## src/rtl/game_link_tx_if.sv

```systemverilog
// Message handshake between a game message source and the link transmitter.
interface game_link_tx_if;
  logic        msg_valid;
  logic [3:0]  msg_type;
  logic [11:0] msg_x;
  logic [11:0] msg_y;
  logic        msg_ready;

  modport master (output msg_valid, output msg_type, output msg_x, output msg_y,
                  input  msg_ready);
  modport slave  (input  msg_valid, input  msg_type, input  msg_x, input  msg_y,
                  output msg_ready);
endinterface

```

## src/rtl/game_link_tx.sv

```systemverilog
// UART transmitter sending one 6-byte framed game packet per accepted message.
// Optional feature: define GAME_LINK_TX_PARITY_EN for 8E1 framing (even parity bit).
module game_link_tx #(
  parameter int unsigned CLK_HZ = 65_000_000,
  parameter int unsigned BAUD   = 115_200
) (
  input  logic           clk,
  input  logic           rst,
  game_link_tx_if.slave  msg,
  output logic           busy,
  output logic           tx
);

  localparam int unsigned DIV = CLK_HZ / BAUD;
  localparam int unsigned CW  = (DIV > 2) ? $clog2(DIV) : 1;
  localparam logic [CW-1:0] BAUD_LAST = CW'(DIV - 1);

  generate
    if (DIV < 2) begin : g_div_check
      $error("game_link_tx: CLK_HZ / BAUD must be at least 2");
    end
  endgenerate

  typedef enum logic [2:0] {
    S_IDLE,
    S_START,
    S_DATA,
`ifdef GAME_LINK_TX_PARITY_EN
    S_PARITY,
`endif
    S_STOP
  } state_t;

  state_t        r_state, w_state_nxt;
  logic [CW-1:0] r_baud, w_baud_nxt;
  logic [2:0]    r_bit, w_bit_nxt;
  logic [2:0]    r_idx, w_idx_nxt;
  logic [3:0]    r_type;
  logic [11:0]   r_x;
  logic [11:0]   r_y;

  logic          w_ready;
  logic          w_accept;
  logic          w_tick;
  logic [7:0]    w_csum;
  logic [7:0]    w_byte;
  logic          w_tx;

  assign w_ready       = (r_state == S_IDLE);
  assign w_accept      = w_ready && msg.msg_valid;
  assign w_tick        = (r_baud == BAUD_LAST);
  assign msg.msg_ready = w_ready;
  assign busy          = ~w_ready;
  assign tx            = w_tx;

  assign w_csum = {4'h0, r_type} ^ r_x[11:4] ^ {r_x[3:0], r_y[11:8]} ^ r_y[7:0];

  always_comb begin
    w_byte = 8'hA5;
    case (r_idx)
      3'd0:    w_byte = 8'hA5;
      3'd1:    w_byte = {4'h0, r_type};
      3'd2:    w_byte = r_x[11:4];
      3'd3:    w_byte = {r_x[3:0], r_y[11:8]};
      3'd4:    w_byte = r_y[7:0];
      default: w_byte = w_csum;
    endcase
  end

  always_comb begin
    w_state_nxt = r_state;
    w_baud_nxt  = r_baud;
    w_bit_nxt   = r_bit;
    w_idx_nxt   = r_idx;
    case (r_state)
      S_IDLE: begin
        w_baud_nxt = '0;
        if (w_accept) begin
          w_state_nxt = S_START;
          w_idx_nxt   = '0;
          w_bit_nxt   = '0;
        end
      end
      S_START: begin
        w_baud_nxt = w_tick ? '0 : r_baud + CW'(1);
        if (w_tick) begin
          w_state_nxt = S_DATA;
          w_bit_nxt   = '0;
        end
      end
      S_DATA: begin
        w_baud_nxt = w_tick ? '0 : r_baud + CW'(1);
        if (w_tick) begin
          if (r_bit == 3'd7) begin
`ifdef GAME_LINK_TX_PARITY_EN
            w_state_nxt = S_PARITY;
`else
            w_state_nxt = S_STOP;
`endif
          end else begin
            w_bit_nxt = r_bit + 3'd1;
          end
        end
      end
`ifdef GAME_LINK_TX_PARITY_EN
      S_PARITY: begin
        w_baud_nxt = w_tick ? '0 : r_baud + CW'(1);
        if (w_tick) w_state_nxt = S_STOP;
      end
`endif
      S_STOP: begin
        w_baud_nxt = w_tick ? '0 : r_baud + CW'(1);
        if (w_tick) begin
          if (r_idx == 3'd5) begin
            w_state_nxt = S_IDLE;
          end else begin
            w_idx_nxt   = r_idx + 3'd1;
            w_state_nxt = S_START;
          end
        end
      end
      default: w_state_nxt = S_IDLE;
    endcase
  end

  // Line level is decoded straight from state so reset forces idle-high at once.
  always_comb begin
    w_tx = 1'b1;
    case (r_state)
      S_START:  w_tx = 1'b0;
      S_DATA:   w_tx = w_byte[r_bit];
`ifdef GAME_LINK_TX_PARITY_EN
      S_PARITY: w_tx = ^w_byte;
`endif
      default:  w_tx = 1'b1;
    endcase
  end

  always_ff @(posedge clk or negedge rst) begin
    if (!rst) begin
      r_state <= S_IDLE;
      r_baud  <= '0;
      r_bit   <= '0;
      r_idx   <= '0;
      r_type  <= '0;
      r_x     <= '0;
      r_y     <= '0;
    end else begin
      r_state <= w_state_nxt;
      r_baud  <= w_baud_nxt;
      r_bit   <= w_bit_nxt;
      r_idx   <= w_idx_nxt;
      if (w_accept) begin
        r_type <= msg.msg_type;
        r_x    <= msg.msg_x;
        r_y    <= msg.msg_y;
      end
    end
  end

endmodule
```

## src/flat_wrapper.sv

```systemverilog
// flat-port wrapper written by rule: the top's interface ports become plain ports
module game_link_tx_flat 
#(
  parameter int unsigned CLK_HZ = 65_000_000,
  parameter int unsigned BAUD   = 115_200
)
  (clk, rst, busy, tx, msg_msg_valid, msg_msg_type, msg_msg_x, msg_msg_y, msg_msg_ready);
  game_link_tx_if msg_i ();
  input  logic clk;
  input  logic rst;
  output logic busy;
  output logic tx;
  input wire logic [$bits(msg_i.msg_valid)-1:0] msg_msg_valid;
  input wire logic [$bits(msg_i.msg_type)-1:0] msg_msg_type;
  input wire logic [$bits(msg_i.msg_x)-1:0] msg_msg_x;
  input wire logic [$bits(msg_i.msg_y)-1:0] msg_msg_y;
  output wire logic [$bits(msg_i.msg_ready)-1:0] msg_msg_ready;
  assign msg_i.msg_valid = msg_msg_valid;
  assign msg_i.msg_type = msg_msg_type;
  assign msg_i.msg_x = msg_msg_x;
  assign msg_i.msg_y = msg_msg_y;
  assign msg_msg_ready = msg_i.msg_ready;
  game_link_tx #(.CLK_HZ(CLK_HZ), .BAUD(BAUD)) u_core (.clk(clk), .rst(rst), .msg(msg_i), .busy(busy), .tx(tx));
endmodule
```

## config.mk

```make
export PLATFORM = sky130hd
export DESIGN_NAME = game_link_tx_flat
export DESIGN_NICKNAME = d
export VERILOG_FILES = /design/src/rtl/game_link_tx_if.sv /design/src/rtl/game_link_tx.sv /design/src/flat_wrapper.sv
export SDC_FILE = /design/constraint.sdc
export NUM_CORES = 1
export LEC_CHECK = 0
export ABC_AREA = 1
export BUFFER_PORTS_ARGS = -buffer_cell sky130_fd_sc_hd__buf_2
export CAP_MARGIN = 20
export CORE_ASPECT_RATIO = 1.5
export CORE_MARGIN = 1
export CORE_UTILIZATION = 53
export DETAILED_ROUTE_END_ITERATION = 10
export PLACE_DENSITY = 0.75
export SLEW_MARGIN = 25
export SYNTH_ARGS = -nofsm -noshare
export SYNTH_HDL_FRONTEND = slang
export SYNTH_SLANG_ARGS = --single-unit
```

## constraint.sdc

```tcl
create_clock -name clk -period 1.9 [get_ports clk]
set_input_delay 0.19 -clock clk [delete_from_list [all_inputs] [get_ports clk]]
set_output_delay 0.19 -clock clk [all_outputs]
set_load 0.03 [all_outputs]
```

==> run_results.csv <==
group,metric,value,unit
status,status,"complete, but fails checks",
status,violations,"setup timing",
logic_synthesis,synth_edf_count,0,
power_and_ir_drop,internal-power,1.278,mW
cts,h-tree-depth,2,
logic_synthesis,synth_ff_type,"dfrtp_1",
sta,whs,103.1,ps
final_layout,fillCellCount,421,
hold_path,min_path_type,"primary input to register",
global_route,grt_max_degree,48,
floorplanning,start_util,55.45,%
critical_path,critPathCaptureType,"output port",
power_and_ir_drop,p_leak,1.834,nW
cts,clk_pin_slew,100,ps
power_and_ir_drop,p_clk_share,38.9,%
place,portBuffers,33,
logic_synthesis,yosysWarnings,0,
critical_path,cp_cell_sequence,"ha_2 -> ha_4 -> nor2_4 -> nand2_2 -> nor2_4 -> nand3_2 -> nand3_2 -> nand3_2 -> nand2_1 -> nand2_1 -> nand3_2 -> nand2_2 -> buf_6",
critical_path,arrival,2170,ps
logic_synthesis,netlist.top_cell.by_area,"dfrtp_1",
routing,wl_per_cell,12.12,µm
flow_run,maxCapViolations,0,
place,dpl-instance-area,0.003243,mm²
routing,drt_first_pass_iters,5,
floorplanning,die_w,62.02,µm
routing,drc_errors,0,
sta,max_slew.worst_pin.slew,578.7,ps
critical_path,slowest_stage,"dfrtp_1",
logic_synthesis,ys_seq_elements,46,
routing,drt_iter0_drc,151,
cts,clock_sinks,46,
sta,clock_skew,7.616,ps
sta,setup_violations,1,
final_layout,fin_area,0.003461,mm²
power_and_ir_drop,ir_worst_vdd,0.4164,mV
sta,slew_viol_final,0,
cts,cts_tree,"yes",
global_route,overflow,0,
final_layout,fin_nets,487,
floorplanning,dieArea,0.005708,mm²
global_route,grt_pass1_wl,10.71,mm
final_layout,antenna_cells,0,
critical_path,cp-start-kind,"register",
place,place_inst,498,
global_route,antenna_found_initial,0,
place,gp_congestion,0.8487,
sta,final.setup.worst_slack,-456.4,ps
critical_path,cpLargestDelayFamily,"simple AND/OR/NAND/NOR gates",
sta,setup-tns-final,-456.4,ps
power_and_ir_drop,combPwrFrac,3.0,%
final_layout,layout.cells.non_filler,512,
global_route,grt_pass1_vias,2547,
logic_synthesis,synth.distinct_cells,32,
sta,rsz0062_at_grt,"true",
sta,finalCritPeriodShare,124.0,%
sta,fin_crit,2356,ps
sta,max_freq,424.4,MHz
final_layout,area_growth,20.84,%
cts,cts_buffers,5,
logic_synthesis,syn_avg_cell_area,7.381,µm²
power_and_ir_drop,p_seq_share,58.1,%
critical_path,crit_type,"register to output port",
cts,cts_root_buf,"clkbuf_8",
logic_synthesis,syn_inst,388,
sta,max_slew_margin,61.42,%
cts,clock_latency,310,ps
floorplanning,core_area,0.005165,mm²
logic_synthesis,synthTopCellsByArea,"dfrtp_1 (40%), nand2_1 (14%), inv_1 (6.9%)",
logic_synthesis,syn_area,0.002864,mm²
sta,hold_viol_final,0,
power_and_ir_drop,p_sw_share,24.11,%
final_layout,drive_gt1_share,23.42,%
critical_path,cp_max_fo,7,
routing,finalWirelength,6.205,mm
power_and_ir_drop,power.density,486.5,mW/mm²
critical_path,crit_required,1710,ps
logic_synthesis,synth_top_area_share,40.19,%
floorplanning,rows,32,
final_layout,final_core_util,67.01,%
global_route,track_usage,24.66,%
critical_path,critPathBufInv,1,
logic_synthesis,synth.yosys.seq_area_share,40.19,%
cts,clockBufferDepth,2,
power_and_ir_drop,p_switching,0.4060,mW
floorplanning,die_h,92.03,µm
logic_synthesis,synth_nets,432,
place,hpwl,4.573,mm
floorplanning,io_pins,34,
logic_synthesis,synthArstFlopShare,100.0,%
critical_path,critical-path-max-stage-delay,420,ps
routing,final_antenna_net_count,0,
routing,vias,2607,
routing,viasPerCell,5.092,
critical_path,crit_path_frequent_cell,"nand3_2",
cell usage in the layout, fill, tap and decap left out, types with 3 or more instances in the layout:
master	n
ha_1	8
xor2_1	6
xnor2_1	5
buf_4	21
ha_2	4
clkbuf_8	5
nand2_2	3
nand3_1	24
inv_1	53
a21oi_1	28
buf_2	32
nand2_1	106
mux2_2	9
dfrtp_1	45
o21ai_0	13
nor3_1	4
nand3_2	14
nor2_1	36
o22ai_1	4
layout make-up:
cell class	count	area, µm²	area share (%)
inverter	55	206.4	5.965
clock inverter	3	28.78	0.8315
clock buffer	5	68.82	1.988
timing repair buffer	56	359.1	10.38
tap	68	85.08	2.458
multi-input combinational	279	1560	45.08
sequential	46	1152	33.30
sequential cells by signal (all words and copies together), names as in the netlist:
signal          cells
u_core.r_x         12
u_core.r_y         12
u_core.r_baud      10
u_core.r_type       4
u_core.r_bit        3
u_core.r_idx        3
u_core.r_state      2
path summary, 6_finish.rpt:
path / end / cells after the start / slack, ps / startpoint
setup reg to reg: u_core.r_idx[1] / 8 / 180 / u_core.r_idx[0]
max in group asynchronous: u_core.r_idx[2] / 3 / 990 / rst
min in group asynchronous: u_core.r_type[2] / 3 / 490 / rst
hold / removal: u_core.r_x[1] / 2 / 100 / msg_msg_x[1]
setup / recovery: tx / 13 / -460 / u_core.r_idx[1]
hold reg to reg: u_core.r_y[7] / 1 / 560 / u_core.r_y[7]
kinds of logic (layout without fill, tap and decap cells):
kind of cell | after synthesis | count (layout) | share of synthesized area, %
AOI/OAI and AO/OA | 51 | 51 | 9.742
xor gates and xnor gates | 11 | 11 | 3.364
adders and majority gates | 13 | 13 | 5.679
buffers and inverters | 63 | 119 | 8.650
DFF | 46 | 46 | 40.19
muxes | 9 | 9 | 3.539
and+or+nand+nor | 195 | 195 | 28.83
power by group through the flow:
| stage | combinational (mW) | clock (mW) | sequential [mW] |
|---|---|---|---|
| finish | 0.0512 | 0.654 | 0.978 |
| CTS | 0.0536 | 0.673 | 0.978 |
| floorplan | 0.000432 | 0 | 0.998 |
| global route | 0.0599 | 0.699 | 0.978 |
| global placement | 0.0507 | 0 | 0.998 |
| detailed placement | 0.0517 | 0 | 0.998 |
metrics by stage:
| stage | total power, mW | setup slack [ps] |
|---|---|---|
| global route | 1.737 | -569.8 |
| global placement | 1.048 | -127.3 |
| detailed placement | 1.049 | -203.9 |
| floorplan | 0.9983 | -13.05 |
| CTS | 1.705 | -431.9 |
| finish | 1.684 | -456.4 |
Yosys cell counts, types with 2 or more instances:
library cell,number
nand3_2,2
xnor2_1,5
nor3_1,4
ha_1,13
dfrtp_1,46
buf_2,3
nand3_1,36
inv_1,53
a21oi_1,28
o21ai_0,13
nand2_1,108
clkbuf_1,3
mux2_2,9
o22ai_1,4
nor2_1,37
xor2_1,6
o21ai_2,2
inv_2,2
timing repair:
action,CTS,global route
endpoints found under the setup margin,1,1
setup buffers,5,0
hold endpoints to repair,46,0
gates resized for setup,14,4
hold buffers,1,0
pin swaps,11,9
layer usage:
| metal | global-route usage [%] | up-vias | routed length, µm | part of all wire (%) |
|---|---|---|---|---|
| met5 | 0 | - | 0 | 0 |
| met4 | 10.00 | 0 | 148 | 2.4 |
| met3 | 3.526 | 14 | 176 | 2.8 |
| met2 | 43.09 | 46 | 3368 | 54 |
| met1 | 28.61 | 1205 | 2511 | 40 |
| li1 | - | 1342 | - | - |
Note: power is estimated with default switching activity, not from simulation.
